$ cat config.mk
export PLATFORM = sky130hd
export DESIGN_NAME = nboy_rom_loader
export DESIGN_NICKNAME = d
export VERILOG_FILES = /design/src/rtl/nboy_pkg.sv /design/src/rtl/nboy_region_decode.sv /design/src/rtl/nboy_rom_loader.sv
export SDC_FILE = /design/constraint.sdc
export NUM_CORES = 1
export LEC_CHECK = 0
export ABC_AREA = 1
export ABC_CLOCK_PERIOD_IN_PS = 2400
export CAP_MARGIN = 20
export CORE_MARGIN = 5
export CORE_UTILIZATION = 45
export CTS_CLUSTER_SIZE = 14
export DETAILED_ROUTE_END_ITERATION = 10
export PLACE_DENSITY = 0.72
export SLEW_MARGIN = 20
export SYNTH_ARGS = -nofsm -noshare
export SYNTH_HDL_FRONTEND = slang
export SYNTH_SLANG_ARGS = --single-unit
export TNS_END_PERCENT = 30
$ cat constraint.sdc
create_clock -name clk_sys -period 2.4 [get_ports clk_sys]
set_input_delay 0.36 -clock clk_sys [delete_from_list [all_inputs] [get_ports clk_sys]]
set_output_delay 0.36 -clock clk_sys [all_outputs]
set_load 0.01 [all_outputs]
$ cat src/rtl/nboy_pkg.sv
// Shared definitions for the Naughty Boy ROM loader and related address mappers:
// region boundaries, loader state encoding and region encoding.
package nboy_pkg;

  localparam logic [15:0] PROG_END = 16'h4000;
  localparam logic [15:0] GFX1_END = 16'h6000;
  localparam logic [15:0] GFX2_END = 16'h8000;
  localparam logic [15:0] PROM_END = 16'h8200;

  typedef enum logic [2:0] {
    S_IDLE,
    S_LOAD,
    S_DRAIN,
    S_DONE,
    S_ERROR
  } state_e;

  typedef enum logic [2:0] {
    REG_PROG,
    REG_GFX1,
    REG_GFX2,
    REG_PROM,
    REG_NONE
  } region_e;

endpackage

$ cat src/rtl/nboy_region_decode.sv
// Combinational map from a linear ROM image address to its target region
// and the region-local address.
module nboy_region_decode #(
  parameter logic [15:0] PROG_END = nboy_pkg::PROG_END,
  parameter logic [15:0] GFX1_END = nboy_pkg::GFX1_END,
  parameter logic [15:0] GFX2_END = nboy_pkg::GFX2_END,
  parameter logic [15:0] PROM_END = nboy_pkg::PROM_END
) (
  input  logic [15:0]      addr,
  output nboy_pkg::region_e region,
  output logic [14:0]      local_addr
);
  import nboy_pkg::*;

  // Offsets are formed at 16 bits and truncated to the 15-bit local bus.
  always_comb begin
    region     = REG_NONE;
    local_addr = 15'(addr - PROM_END);
    if (addr < PROG_END) begin
      region     = REG_PROG;
      local_addr = addr[14:0];
    end else if (addr < GFX1_END) begin
      region     = REG_GFX1;
      local_addr = 15'(addr - PROG_END);
    end else if (addr < GFX2_END) begin
      region     = REG_GFX2;
      local_addr = 15'(addr - GFX1_END);
    end else if (addr < PROM_END) begin
      region     = REG_PROM;
      local_addr = 15'(addr - GFX2_END);
    end
  end

endmodule

$ cat src/rtl/nboy_rom_loader.sv
// Routes the HPS ROM download stream into the core's ROM stores through a
// one-byte buffer, validates the image and holds the core in reset until done.
module nboy_rom_loader #(
  parameter logic [15:0] PROG_END = nboy_pkg::PROG_END,
  parameter logic [15:0] GFX1_END = nboy_pkg::GFX1_END,
  parameter logic [15:0] GFX2_END = nboy_pkg::GFX2_END,
  parameter logic [15:0] PROM_END = nboy_pkg::PROM_END
) (
  input  logic        clk_sys,
  input  logic        reset_n,
  input  logic        dn_download,
  input  logic        dn_wr,
  input  logic [15:0] dn_addr,
  input  logic [7:0]  dn_data,
  output logic        dn_wait,
  input  logic        tgt_busy,
  output logic [14:0] tgt_addr,
  output logic [7:0]  tgt_data,
  output logic        wr_prog,
  output logic        wr_gfx1,
  output logic        wr_gfx2,
  output logic        wr_prom,
  output logic        core_reset,
  output logic        rom_ok,
  output logic        load_err,
  output logic [7:0]  checksum
);
  import nboy_pkg::*;

  state_e      state_q, state_d;
  region_e     region_q, region_d, dec_region;
  logic [14:0] dec_local;
  logic        dl_q;
  logic        buf_valid_q, buf_valid_d;
  logic [14:0] tgt_addr_q, tgt_addr_d;
  logic [7:0]  tgt_data_q, tgt_data_d;
  logic [16:0] count_q, count_d;
  logic [7:0]  checksum_q, checksum_d;
  logic        err_q, err_d;
  logic        rom_ok_q, rom_ok_d;
  logic        load_err_q, load_err_d;
  logic        core_reset_q, core_reset_d;
  logic        dl_rise, dl_fall, drain;

  nboy_region_decode #(
    .PROG_END(PROG_END),
    .GFX1_END(GFX1_END),
    .GFX2_END(GFX2_END),
    .PROM_END(PROM_END)
  ) u_decode (
    .addr      (dn_addr),
    .region    (dec_region),
    .local_addr(dec_local)
  );

  assign dl_rise = dn_download & ~dl_q;
  assign dl_fall = ~dn_download & dl_q;
  assign drain   = buf_valid_q & ~tgt_busy;

  always_comb begin
    state_d     = state_q;
    region_d    = region_q;
    buf_valid_d = buf_valid_q;
    tgt_addr_d  = tgt_addr_q;
    tgt_data_d  = tgt_data_q;
    count_d     = count_q;
    checksum_d  = checksum_q;
    err_d       = err_q;
    if (drain) buf_valid_d = 1'b0;
    case (state_q)
      S_IDLE, S_DONE, S_ERROR: begin
        if (dl_rise) begin
          state_d     = S_LOAD;
          count_d     = '0;
          checksum_d  = '0;
          err_d       = 1'b0;
          buf_valid_d = 1'b0;
        end
      end
      S_LOAD: begin
        if (dn_wr) begin
          if (buf_valid_q) begin
            // Source ignored dn_wait: the byte is lost, so the image is bad.
            err_d = 1'b1;
          end else begin
            buf_valid_d = 1'b1;
            region_d    = dec_region;
            tgt_addr_d  = dec_local;
            tgt_data_d  = dn_data;
            count_d     = count_q + 17'd1;
            checksum_d  = checksum_q + dn_data;
            if ({1'b0, dn_addr} != count_q || dec_region == REG_NONE) err_d = 1'b1;
          end
        end
        if (dl_fall) state_d = S_DRAIN;
      end
      S_DRAIN: begin
        if (!buf_valid_q) begin
          state_d = (count_q == {1'b0, PROM_END} && !err_q) ? S_DONE : S_ERROR;
        end
      end
      default: state_d = S_IDLE;
    endcase
    rom_ok_d     = (state_d == S_DONE);
    load_err_d   = (state_d == S_ERROR);
    core_reset_d = (state_d != S_DONE);
  end

  always_ff @(posedge clk_sys or negedge reset_n) begin
    if (!reset_n) begin
      state_q      <= S_IDLE;
      region_q     <= REG_NONE;
      dl_q         <= 1'b0;
      buf_valid_q  <= 1'b0;
      tgt_addr_q   <= '0;
      tgt_data_q   <= '0;
      count_q      <= '0;
      checksum_q   <= '0;
      err_q        <= 1'b0;
      rom_ok_q     <= 1'b0;
      load_err_q   <= 1'b0;
      core_reset_q <= 1'b1;
    end else begin
      state_q      <= state_d;
      region_q     <= region_d;
      dl_q         <= dn_download;
      buf_valid_q  <= buf_valid_d;
      tgt_addr_q   <= tgt_addr_d;
      tgt_data_q   <= tgt_data_d;
      count_q      <= count_d;
      checksum_q   <= checksum_d;
      err_q        <= err_d;
      rom_ok_q     <= rom_ok_d;
      load_err_q   <= load_err_d;
      core_reset_q <= core_reset_d;
    end
  end

  // Strobes follow tgt_busy within the cycle so a free target takes the byte at once.
  assign wr_prog    = drain && (region_q == REG_PROG);
  assign wr_gfx1    = drain && (region_q == REG_GFX1);
  assign wr_gfx2    = drain && (region_q == REG_GFX2);
  assign wr_prom    = drain && (region_q == REG_PROM);
  assign dn_wait    = buf_valid_q;
  assign tgt_addr   = tgt_addr_q;
  assign tgt_data   = tgt_data_q;
  assign checksum   = checksum_q;
  assign rom_ok     = rom_ok_q;
  assign load_err   = load_err_q;
  assign core_reset = core_reset_q;

endmodule

==> impl_metrics.toml <==
[synthesis]
asyncSetResetFlopFracSynth = 1.000
synth.cell_area_um2 = 3503
synthDominantAreaCellType = "dfrtp_1"
area_fraction_of_the_dominant_cell_type_after_synthesis = 0.4143
synth_sequential_area_ratio = 0.4293
ys_top_cells_by_count = "161 x nand2_1, 58 x dfrtp_1, 49 x inv_1"
syn_inst_count = 474
yosys_warnings = 0
commonest_register_cell_after_synthesis = "dfrtp_1"
count_of_flip_flops_with_a_built_in_enable_after_synthesis = 0
yosys_register_bits = 60
synth.net_count = 514
synth.top_cells.by_area = "dfrtp_1 41%, nand2_1 17%, inv_1 5.3%, o21ai_0 4.9%, nand3_1 4.7%"
count_of_distinct_cell_types_in_the_synthesized_netlist = 36
syn-mean-instance-area_um2 = 7.391
post-synth-top-count-cell = "nand2_1"

[sta]
setup_repair_after_global_routing_missed_its_margin = "no"
setup_slack_ns = 0.1363
final_max_slew_viol_count = 0
setup_total_negative_slack_ns = 0
actual_slew_at_the_worst_max_slew_pin_ns = 0.5963
finClkSkew_ns = 0.01777
hold_violations = 0
relSlewSlack = 0.6025
final_min_period_over_clock_period = 0.9432
setup_viol_count_final = 0
finalWorstPathRequiredPeriod_ns = 2.264
clock.fmax_mhz = 441.8

[cts]
total_cts_buffers = 9
hold_buffers = 0
ctsHtreeMaxLevel = 3
number_of_buffers_between_clock_root_and_the_deepest_sink = 2
cts.sink_count = 60
clk-insertion-delay-late_ns = 0.34
clk_transition_reported_paths_ns = 0.08
tritoncts = "done"
clock_tree.root_cell = "clkbuf_8"

[place]
place.detailed.hpwl_mm = 7.199
dpl.cell_count = 637
port_buffers = 67
dpl_cell_area_um2 = 4265
worst_slack_at_placement_ns = 0.1214
place.gp.congestion = 0.9198

[pwr]
powerDensity_nw_per_um2 = 996.6
ir_worst_vdd_mv = 0.5415
power.static_leakage_uw = 0.002200

[run_status]
run_status = "complete, no violations"

[floorplanning]
rows = 32
start_util = 0.4581
die_w_um = 98.24
floorplan.io_pins = 68
design.die.area_um2 = 9650
die_y_um = 98.24
placeableCoreArea_um2 = 7647

[detailed_routing]
drc = 0
dr_vias = 3453
detailedRoute.firstIterationViolations = 305
drtPass1Iterations = 5
ant_nets = 0
wl_per_cell_um = 14.88
avgViaCountPerCell = 5.288
finalWirelength_mm = 9.716

[worst_hold_path]
hold_crit_path_type = "input pin to async pin"

[layout]
postLayoutCoreUtil = 0.5869
filler_free_cell_count_of_the_finished_design = 653
antenna_cells_inserted = 0
finish.net_count = 586
flow.area_growth_from_synthesis_pct = 28.11
n_fill_cell = 714
post-route-cell-area_um2 = 4488
post_route_cells_drive_above_1_share = 0.06171

[grt]
antenna_violations_before_repair = 0
grt_pass1_wl_mm = 16.32
grt_start_max_net_pins = 38
grt_usage = 0.2088
grt.overflow.total = 0
grt_pass1_vias = 3362

[worst_setup_path]
timing.critical_path.cells = "inv_1 > or2_2 > nor4_2 > clkdlybuf4s50_1"
worst-path-max-fanout = 5
setup.worst_path.class = "flop to output port"
worst_ep_required_time_ns = 2.04
timing.critical_path.slowest_stage_cell = "clkdlybuf4s50_1"
slowest_delay_ns = 0.57
rrSetupSlack_ns = 0.66
crit_arrival_ns = 1.90
cp-end-kind = "output port"
timing.critical_path.from_type = "flop"

[flow_run]
max_cap_viol_count = 0
## path summary, 6_finish.rpt
| kind | from | to | cells after the start |
|---|---|---|---|
| setup / recovery | dn_wait | wr_prom | 4 |
| hold / removal | reset_n | tgt_addr[10] | 1 |
| setup reg to reg | state_q[2] | checksum[1] | 7 |
| hold reg to reg | tgt_data[4] | tgt_data[4] | 2 |
| max in group asynchronous | reset_n | region_q[2] | 2 |
| min in group clk_sys | tgt_data[4] | tgt_data[4] | 2 |
## layout by cell type (no fill, tap or decap), types with 2 or more instances in the layout
cell type          n
xnor2_1            2
o21ai_1            5
nand3b_1           2
inv_2              2
dfrtp_1           58
clkbuf_1           3
nor3_2             3
ha_1              10
o211ai_1           2
nor4_1             3
dlymetal6s2s_1     3
o21ai_0           34
dfstp_2            2
a21oi_1           11
clkbuf_8           9
nand4_1           22
buf_4              4
xor2_1             3
nor3_1             7
nand2_1          161
clkdlybuf4s50_1   63
nor2_1            37
a31oi_1            2
nand3_1           33
bufinv_16          2
o21bai_1           2
a22o_1             2
nand2_4            2
inv_1             49
## metrics by stage
stage / total power (uW) / hold slack, ns
6_report: 4473 / 0.02357
5_1_grt: 4812 / 0.06627
4_1_cts: 4515 / 0.03515
3_5_place_dp: 3502 / 0.4017
3_3_place_gp: 3463 / 0.3963
2_1_floorplan: 2661 / 0.06441
## metal layers
metal / track usage / vias up / wire, um
li1: - / 1696 / -
met1: 0.2706 / 1626 / 4289
met2: 0.3461 / 119 / 4678
met3: 0.05429 / 12 / 654
met4: 0.05882 / 0 / 94
met5: 0 / - / 0
## state kept, by name, indices dropped and copies added, names as in the netlist
name,count
checksum,8
state_q,3
dn_wait,1
region_q,3
tgt_data,8
err_q,1
core_reset,1
tgt_addr,15
dl_q,1
load_err,1
rom_ok,1
count_q,17
## worst max-delay path, delay by kind of cell (launching register included)
family        cells  cell delay, ns
flops             1            0.41
buf+inv           2            0.67
simple gates      2            0.49
## cells by family (layout without fill, tap and decap cells)
family                   Yosys count  after routing  synth area share
buffers and inverters             63            140           0.08036
flip-flops                        60             60            0.4293
adder cells (fa/ha/maj)           11             11           0.04143
AND/OR/NAND/NOR                  275            275            0.3432
AO/OA/AOI/OAI                     60             60           0.09321
XOR/XNOR                           5              5           0.01250
## cell type report
type / instances / area [um2] / area share
multi-input combinational: 351 / 1724 / 0.3842
sequential: 60 / 1504 / 0.3351
timing repair buffer: 72 / 723.2 / 0.1611
inverter: 52 / 200.2 / 0.04461
clock buffer: 12 / 135.1 / 0.03011
tap: 102 / 127.6 / 0.02844
clock inverter: 4 / 73.82 / 0.01645
## repair_timing
item,CTS,global route
endpoints found under the setup margin,0,4
gates resized for setup,0,4
buffers inserted,0,0
endpoints found under the hold margin,0,0
## power breakdown
group,leakage (uW),internal (uW),switching [uW]
Combinational,0.00132,860,1060
Sequential,0.000777,1340,229
Clock,0.000105,586,401
Total,0.00220,2790,1690
(Power assumes the default switching activity.)
